`src/rtl/render_state_pkg.sv`:
```
// Shared Q16.16 types, FSM encoding and fixed-point multiply for render_state.
// Optional focus scaling of W is enabled by RENDER_STATE_FOCUS_SCALE_EN.
package render_state_pkg;

    localparam int FRAC_BITS = 16;

    typedef logic signed [31:0] Fixed;

    typedef struct packed {
        Fixed x;
        Fixed y;
        Fixed z;
    } Fixed3;

    typedef struct packed {
        Fixed3 eye;
        Fixed3 w;
        Fixed3 u;
        Fixed3 v;
        Fixed  focus;
    } RenderState;

    typedef enum logic [3:0] {
        IDLE,
        DIFF,
        MUL0,
        MUL1,
        MUL2,
        MUL3,
        SCL0,
        SCL1,
        SCL2,
        COMMIT
    } state_e;

    // Full 64-bit product, arithmetic shift, keep the low 32 bits (wraps).
    function automatic Fixed fmul(input Fixed a, input Fixed b);
        logic signed [63:0] p;
        p = a * b;
        return Fixed'(p >>> FRAC_BITS);
    endfunction

endpackage

```
`src/rtl/render_state_fixed_mul.sv`:
```
// Combinational 32x32 signed Q16.16 multiplier shared by the render_state FSM.
// Part of render_state (feature macro RENDER_STATE_FOCUS_SCALE_EN).
module fixed_mul
    import render_state_pkg::*;
(
    input  Fixed a_i,
    input  Fixed b_i,
    output Fixed p_o
);

    assign p_o = fmul(a_i, b_i);

endmodule

```
`src/rtl/render_state.sv`:
```
// Camera basis builder: W = look - pos, U = (-Wz, 0, Wx), V = cross(U, W).
// Define RENDER_STATE_FOCUS_SCALE_EN to scale W by the focus distance.
module render_state
    import render_state_pkg::*;
(
    input  logic       clk,
    input  logic       resetn,
    input  logic       strobe,
    input  Fixed3      pos,
    input  Fixed3      look,
    input  Fixed       focus_dist,
    output RenderState rs,
    output logic       valid
);

    state_e     state_q, state_d;
    Fixed3      pos_q, pos_d;
    Fixed3      look_q, look_d;
    Fixed       focus_q, focus_d;
    Fixed3      w_q, w_d;
    Fixed3      u_q, u_d;
    Fixed       p0_q, p0_d;
    Fixed       p1_q, p1_d;
    Fixed       p2_q, p2_d;
    Fixed       p3_q, p3_d;
    RenderState rs_q, rs_d;
    logic       valid_q, valid_d;
    Fixed3      w_new;
    Fixed       mul_a, mul_b, mul_p;
`ifdef RENDER_STATE_FOCUS_SCALE_EN
    Fixed3      ws_q, ws_d;
`endif

    fixed_mul u_mul (
        .a_i(mul_a),
        .b_i(mul_b),
        .p_o(mul_p)
    );

    always_ff @(posedge clk or negedge resetn) begin
        if (!resetn) begin
            state_q <= IDLE;
            pos_q   <= '0;
            look_q  <= '0;
            focus_q <= '0;
            w_q     <= '0;
            u_q     <= '0;
            p0_q    <= '0;
            p1_q    <= '0;
            p2_q    <= '0;
            p3_q    <= '0;
            rs_q    <= '0;
            valid_q <= 1'b0;
`ifdef RENDER_STATE_FOCUS_SCALE_EN
            ws_q    <= '0;
`endif
        end else begin
            state_q <= state_d;
            pos_q   <= pos_d;
            look_q  <= look_d;
            focus_q <= focus_d;
            w_q     <= w_d;
            u_q     <= u_d;
            p0_q    <= p0_d;
            p1_q    <= p1_d;
            p2_q    <= p2_d;
            p3_q    <= p3_d;
            rs_q    <= rs_d;
            valid_q <= valid_d;
`ifdef RENDER_STATE_FOCUS_SCALE_EN
            ws_q    <= ws_d;
`endif
        end
    end

    always_comb begin
        state_d = state_q;
        pos_d   = pos_q;
        look_d  = look_q;
        focus_d = focus_q;
        w_d     = w_q;
        u_d     = u_q;
        p0_d    = p0_q;
        p1_d    = p1_q;
        p2_d    = p2_q;
        p3_d    = p3_q;
        rs_d    = rs_q;
        valid_d = valid_q;
        mul_a   = '0;
        mul_b   = '0;
`ifdef RENDER_STATE_FOCUS_SCALE_EN
        ws_d    = ws_q;
`endif
        w_new.x = look_q.x - pos_q.x;
        w_new.y = look_q.y - pos_q.y;
        w_new.z = look_q.z - pos_q.z;

        unique case (state_q)
            IDLE: begin
                if (strobe) begin
                    pos_d   = pos;
                    look_d  = look;
                    focus_d = focus_dist;
                    state_d = DIFF;
                end
            end
            DIFF: begin
                w_d     = w_new;
                u_d.x   = -w_new.z;
                u_d.y   = '0;
                u_d.z   = w_new.x;
                state_d = MUL0;
            end
            MUL0: begin
                mul_a   = w_q.x;
                mul_b   = w_q.y;
                p0_d    = mul_p;
                state_d = MUL1;
            end
            MUL1: begin
                mul_a   = w_q.x;
                mul_b   = w_q.x;
                p1_d    = mul_p;
                state_d = MUL2;
            end
            MUL2: begin
                mul_a   = w_q.z;
                mul_b   = w_q.z;
                p2_d    = mul_p;
                state_d = MUL3;
            end
            MUL3: begin
                mul_a   = w_q.z;
                mul_b   = w_q.y;
                p3_d    = mul_p;
`ifdef RENDER_STATE_FOCUS_SCALE_EN
                state_d = SCL0;
`else
                state_d = COMMIT;
`endif
            end
`ifdef RENDER_STATE_FOCUS_SCALE_EN
            SCL0: begin
                mul_a   = w_q.x;
                mul_b   = focus_q;
                ws_d.x  = mul_p;
                state_d = SCL1;
            end
            SCL1: begin
                mul_a   = w_q.y;
                mul_b   = focus_q;
                ws_d.y  = mul_p;
                state_d = SCL2;
            end
            SCL2: begin
                mul_a   = w_q.z;
                mul_b   = focus_q;
                ws_d.z  = mul_p;
                state_d = COMMIT;
            end
`endif
            COMMIT: begin
                rs_d.eye   = pos_q;
                rs_d.focus = focus_q;
`ifdef RENDER_STATE_FOCUS_SCALE_EN
                rs_d.w     = ws_q;
`else
                rs_d.w     = w_q;
`endif
                rs_d.u     = u_q;
                rs_d.v.x   = -p0_q;
                rs_d.v.y   = p1_q + p2_q;
                rs_d.v.z   = -p3_q;
                valid_d    = 1'b1;
                state_d    = IDLE;
            end
            default: state_d = IDLE;
        endcase
    end

    assign rs    = rs_q;
    assign valid = valid_q;

endmodule

```
`config.mk`:
```
export PLATFORM = sky130hd
export DESIGN_NAME = render_state
export DESIGN_NICKNAME = d
export VERILOG_FILES = /design/src/rtl/render_state_pkg.sv /design/src/rtl/render_state_fixed_mul.sv /design/src/rtl/render_state.sv
export SDC_FILE = /design/constraint.sdc
export NUM_CORES = 2
export LEC_CHECK = 0
export CAP_MARGIN = 30
export CORE_MARGIN = 5
export CORE_UTILIZATION = 50
export DETAILED_ROUTE_END_ITERATION = 8
export HOLD_SLACK_MARGIN = 0.06
export PLACE_DENSITY = 0.71
export SYNTH_ARGS = -nofsm -noshare
export SYNTH_HDL_FRONTEND = slang
export SYNTH_HIERARCHICAL = 1
export SYNTH_SLANG_ARGS = --single-unit
```
`constraint.sdc`:
```
create_clock -name clk -period 12.4 [get_ports clk]
set_input_delay 1.86 -clock clk [delete_from_list [all_inputs] [get_ports clk]]
set_output_delay 1.86 -clock clk [all_outputs]
set_load 0.005 [all_outputs]
```
==> metrics.log <==
[metrics] run status: finished with violations
[metrics] violated checks: design-rule violations
[metrics] area leader, netlist: sky130_fd_sc_hd__dfrtp_1
[metrics] grt total ovfl: 0
[metrics] Setup-failing EPs final: 0
[metrics] Tightest Pin Transition: approximately 1400 ps
[metrics] antenna-violating nets left: 0
[metrics] number of instances in the synthesized netlist: a little under 7000
[metrics] largest fanout of any net on the critical path: 51
[metrics] starting density of the core: between 50% and 60%
[metrics] number of buffer cells added on primary ports: approximately 610
[metrics] CTS buffer count: 89
[metrics] maximum achievable frequency: around 91 MHz
[metrics] die height: 379 um
[metrics] slew margin rel.: about 7.4%
[metrics] clock-pin slew of the registers on the worst-case setup and hold paths: around 60 ps
[metrics] CP most frequent cell: sky130_fd_sc_hd__fa_1
[metrics] kind of path behind the tightest hold check: reg2reg
[metrics] Worst-Skew Late Latency: between 700 and 800 ps
[metrics] violation count after the first detailed-routing iteration: approximately 3900
[metrics] fraction of registers with async set/reset: 100%
[metrics] count of yosys warnings during synthesis: 6
[metrics] max capacitance violation total: 0
[metrics] Post-synth top cells: sky130_fd_sc_hd__nand2_1, sky130_fd_sc_hd__inv_1, sky130_fd_sc_hd__fa_1
[metrics] detail-routed net length per standard cell: ~22 um
[metrics] maximum number of pins on one net before global-route repair: 174
[metrics] number of pins with negative max-slew slack in the final report: 0
[metrics] met2 wire length: between 90000 and 100000 um
[metrics] arrival time of the worst setup path: ~12000 ps
[metrics] count of vias placed by the detailed router: roughly 50000
[metrics] global-route wire length before repair: 309000 um
[metrics] number of global-route vias before repair: between 50000 and 60000
[metrics] detailed route wirelength on metal3: about 17000 um
[metrics] Die Span X: ~380 um
[metrics] most used flip-flop cell after synthesis: sky130_fd_sc_hd__dfrtp_1
[metrics] CP max-delay cell: sky130_fd_sc_hd__and2_2
[metrics] area of all sequential standard cells: about 21000 sq um
[metrics] global placer's final weighted congestion: between 0.9 and 1
[metrics] post-synthesis average cell area: 9.85 sq um
[metrics] layout net count: a little under 9000
[metrics] placeable core region: 135000 sq um
[metrics] area taken by multi-input logic gates: 42100 sq um
[metrics] startpoint class of the critical path: flop
[metrics] Seq/Total Area, Yosys: 30.7%
[metrics] Post-Route M1 WL: between 70000 and 80000 um
[metrics] Fin Setup TNS: 0 ps
[metrics] number of iterations in the first detailed-routing pass: 9
[metrics] full die area: between 100000 and 150000 sq um
[metrics] share of post-route cells with drive strength above 1: between 8 and 9%
[metrics] clock root buffer: sky130_fd_sc_hd__clkbuf_16
[metrics] Final Hold Violating Endpoints: 0
[metrics] Synth area leaders: sky130_fd_sc_hd__dfrtp_1, sky130_fd_sc_hd__fa_1, sky130_fd_sc_hd__nand2_1
[metrics] ratio of final minimum period to clock period: ~88%
[metrics] number of cells upsized or downsized after cts: 0
[metrics] number of buffers inserted to repair setup after CTS: 0
[metrics] netlist area before placement: ~68000 sq um
[metrics] top layer reached by signal wires: met5
[metrics] most frequent cell after synthesis: sky130_fd_sc_hd__nand2_1
[metrics] number of filler cells placed in the layout: about 12000
[metrics] Area growth, synth to finish: 15.8%
[metrics] number of buffers inserted by hold repair at cts: 0
[metrics] crit end category: flop
[metrics] final critical-path required period: 10940 ps
[metrics] H-tree depth: 3
[metrics] EDFF count, synth: 0
[metrics] count of clock tree sinks: roughly 840
[metrics] maximum clock path buffer count: 3
[metrics] area share of the largest cell type after synthesis: between 30% and 40%
[metrics] count of boundary I/O pins: between 600 and 700
[metrics] post-synthesis cell type count: between 90 and 100
[metrics] Total Routed Length: 200000 um
[metrics] worst setup path category: reg2reg
[metrics] required arrival time at the worst endpoint: 12960 ps
[metrics] Detail Placement HPWL: 155000 um
[metrics] CTS tree: built
[metrics] Final Skew: ~83 ps
[metrics] max incr delay on CP: roughly 880 ps
[metrics] number of antenna violations at the first check in global routing: 10
[metrics] DR DRC count: 1
[metrics] Tot GR Track Use: between 20 and 30%
[metrics] setup repair after global routing missed its margin: no
[metrics] row cnt: between 100 and 150
[metrics] Vias/cell: ~5.5
[metrics] Seq cells post-synth: between 800 and 900
-- worst paths after layout --
kind / from / to / slack, ps / cells past startpoint
setup / recovery: state_q[1] / p0_q[31] / 1460 / 32
hold / removal: u_q[82] / rs[210] / 460 / 2
setup reg to reg: state_q[1] / p0_q[31] / 1460 / 32
hold reg to reg: u_q[82] / rs[210] / 460 / 2
max in group asynchronous: resetn / rs[49] / 9030 / 3
min in group asynchronous: resetn / rs[0] / 1180 / 1
-- stage by stage --
stage	instance area, sq um	cells	setup slack (ps)	utilization [%]	hold WS (ps)
finish	78900	9185	1460	58.3	458
global placement	75500	9008	1780	55.8	442
global route	78900	9183	983	58.2	488
detailed placement	75600	9011	1600	55.8	453
floorplan	68300	6952	3260	-	433
CTS	78800	9177	1560	58.2	451
-- cell usage in the layout (no fill, tap or decap), drive strengths merged, types with 12 or more instances in the layout --
master	instances
and2	470
nand2	1351
nand4	13
xor2	127
a22o	52
o211ai	12
nand3	37
inv	961
a21oi	125
buf	84
clkdlybuf4s50	610
o21ai	361
clkbuf	127
o21a	22
nor3	42
nand2b	34
nor2b	27
nor2	107
conb	32
fa	842
mux2	354
o21bai	18
xnor2	130
ha	290
and3	15
o31ai	23
clkinv	25
dfrtp	835
nor4	19
a21o	64
a211oi	15
a222oi	31
-- kinds of logic (layout without fill, tap and decap cells) --
family          count (synthesis)  count (layout)  synth area share (%)
compound gates                802             802                  7.54
xor+xnor                      257             257                  3.32
fa+ha+maj                    1132            1132                  30.1
buf+inv                      1369            1817                  7.90
flops                         835             835                  30.7
mux                           357             357                  5.89
other cells                     1              36               0.00550
simple gates                 2168            2168                  14.6
-- per-layer routing --
metal / vias to the layer above / GRT usage [%]
met5: - / 0
li1: 22408 / -
met2: 1855 / 47.0
met3: 436 / 7.12
met4: 14 / 11.4
met1: 25463 / 34.6
-- critical path, delay by kind of cell (launching register included) --
kind / cells / cell delay (ps)
multiplexers: 1 / 300
AND/OR/NAND/NOR: 6 / 2220
XOR/XNOR: 1 / 130
flip-flops: 1 / 440
AO/OA/AOI/OAI: 9 / 1970
adder cells (fa/ha/maj): 9 / 4270
buffers and inverters: 6 / 1440
-- sequential cells by signal, indices dropped and copies added (netlist names) --
name,flops
focus_q,32
look_q,96
p0_q,32
p1_q,32
p2_q,32
p3_q,32
pos_q,96
rs,351
state_q,4
u_q,63
valid,1
w_q,64
-- area by class of cell --
class / instances / area share [%]
diodes: 4 / 0.0127
clock buffers: 127 / 3.31
clock inverters: 39 / 0.739
inverters: 957 / 4.55
multi-input cells: 4748 / 53.3
flip-flops and latches: 835 / 26.5
well taps: 1781 / 2.82
repair buffers: 694 / 8.78
Power is left out: the tool's default activity adds up to more than one toggle a clock period on the data nets, which glitch-free logic cannot reach.
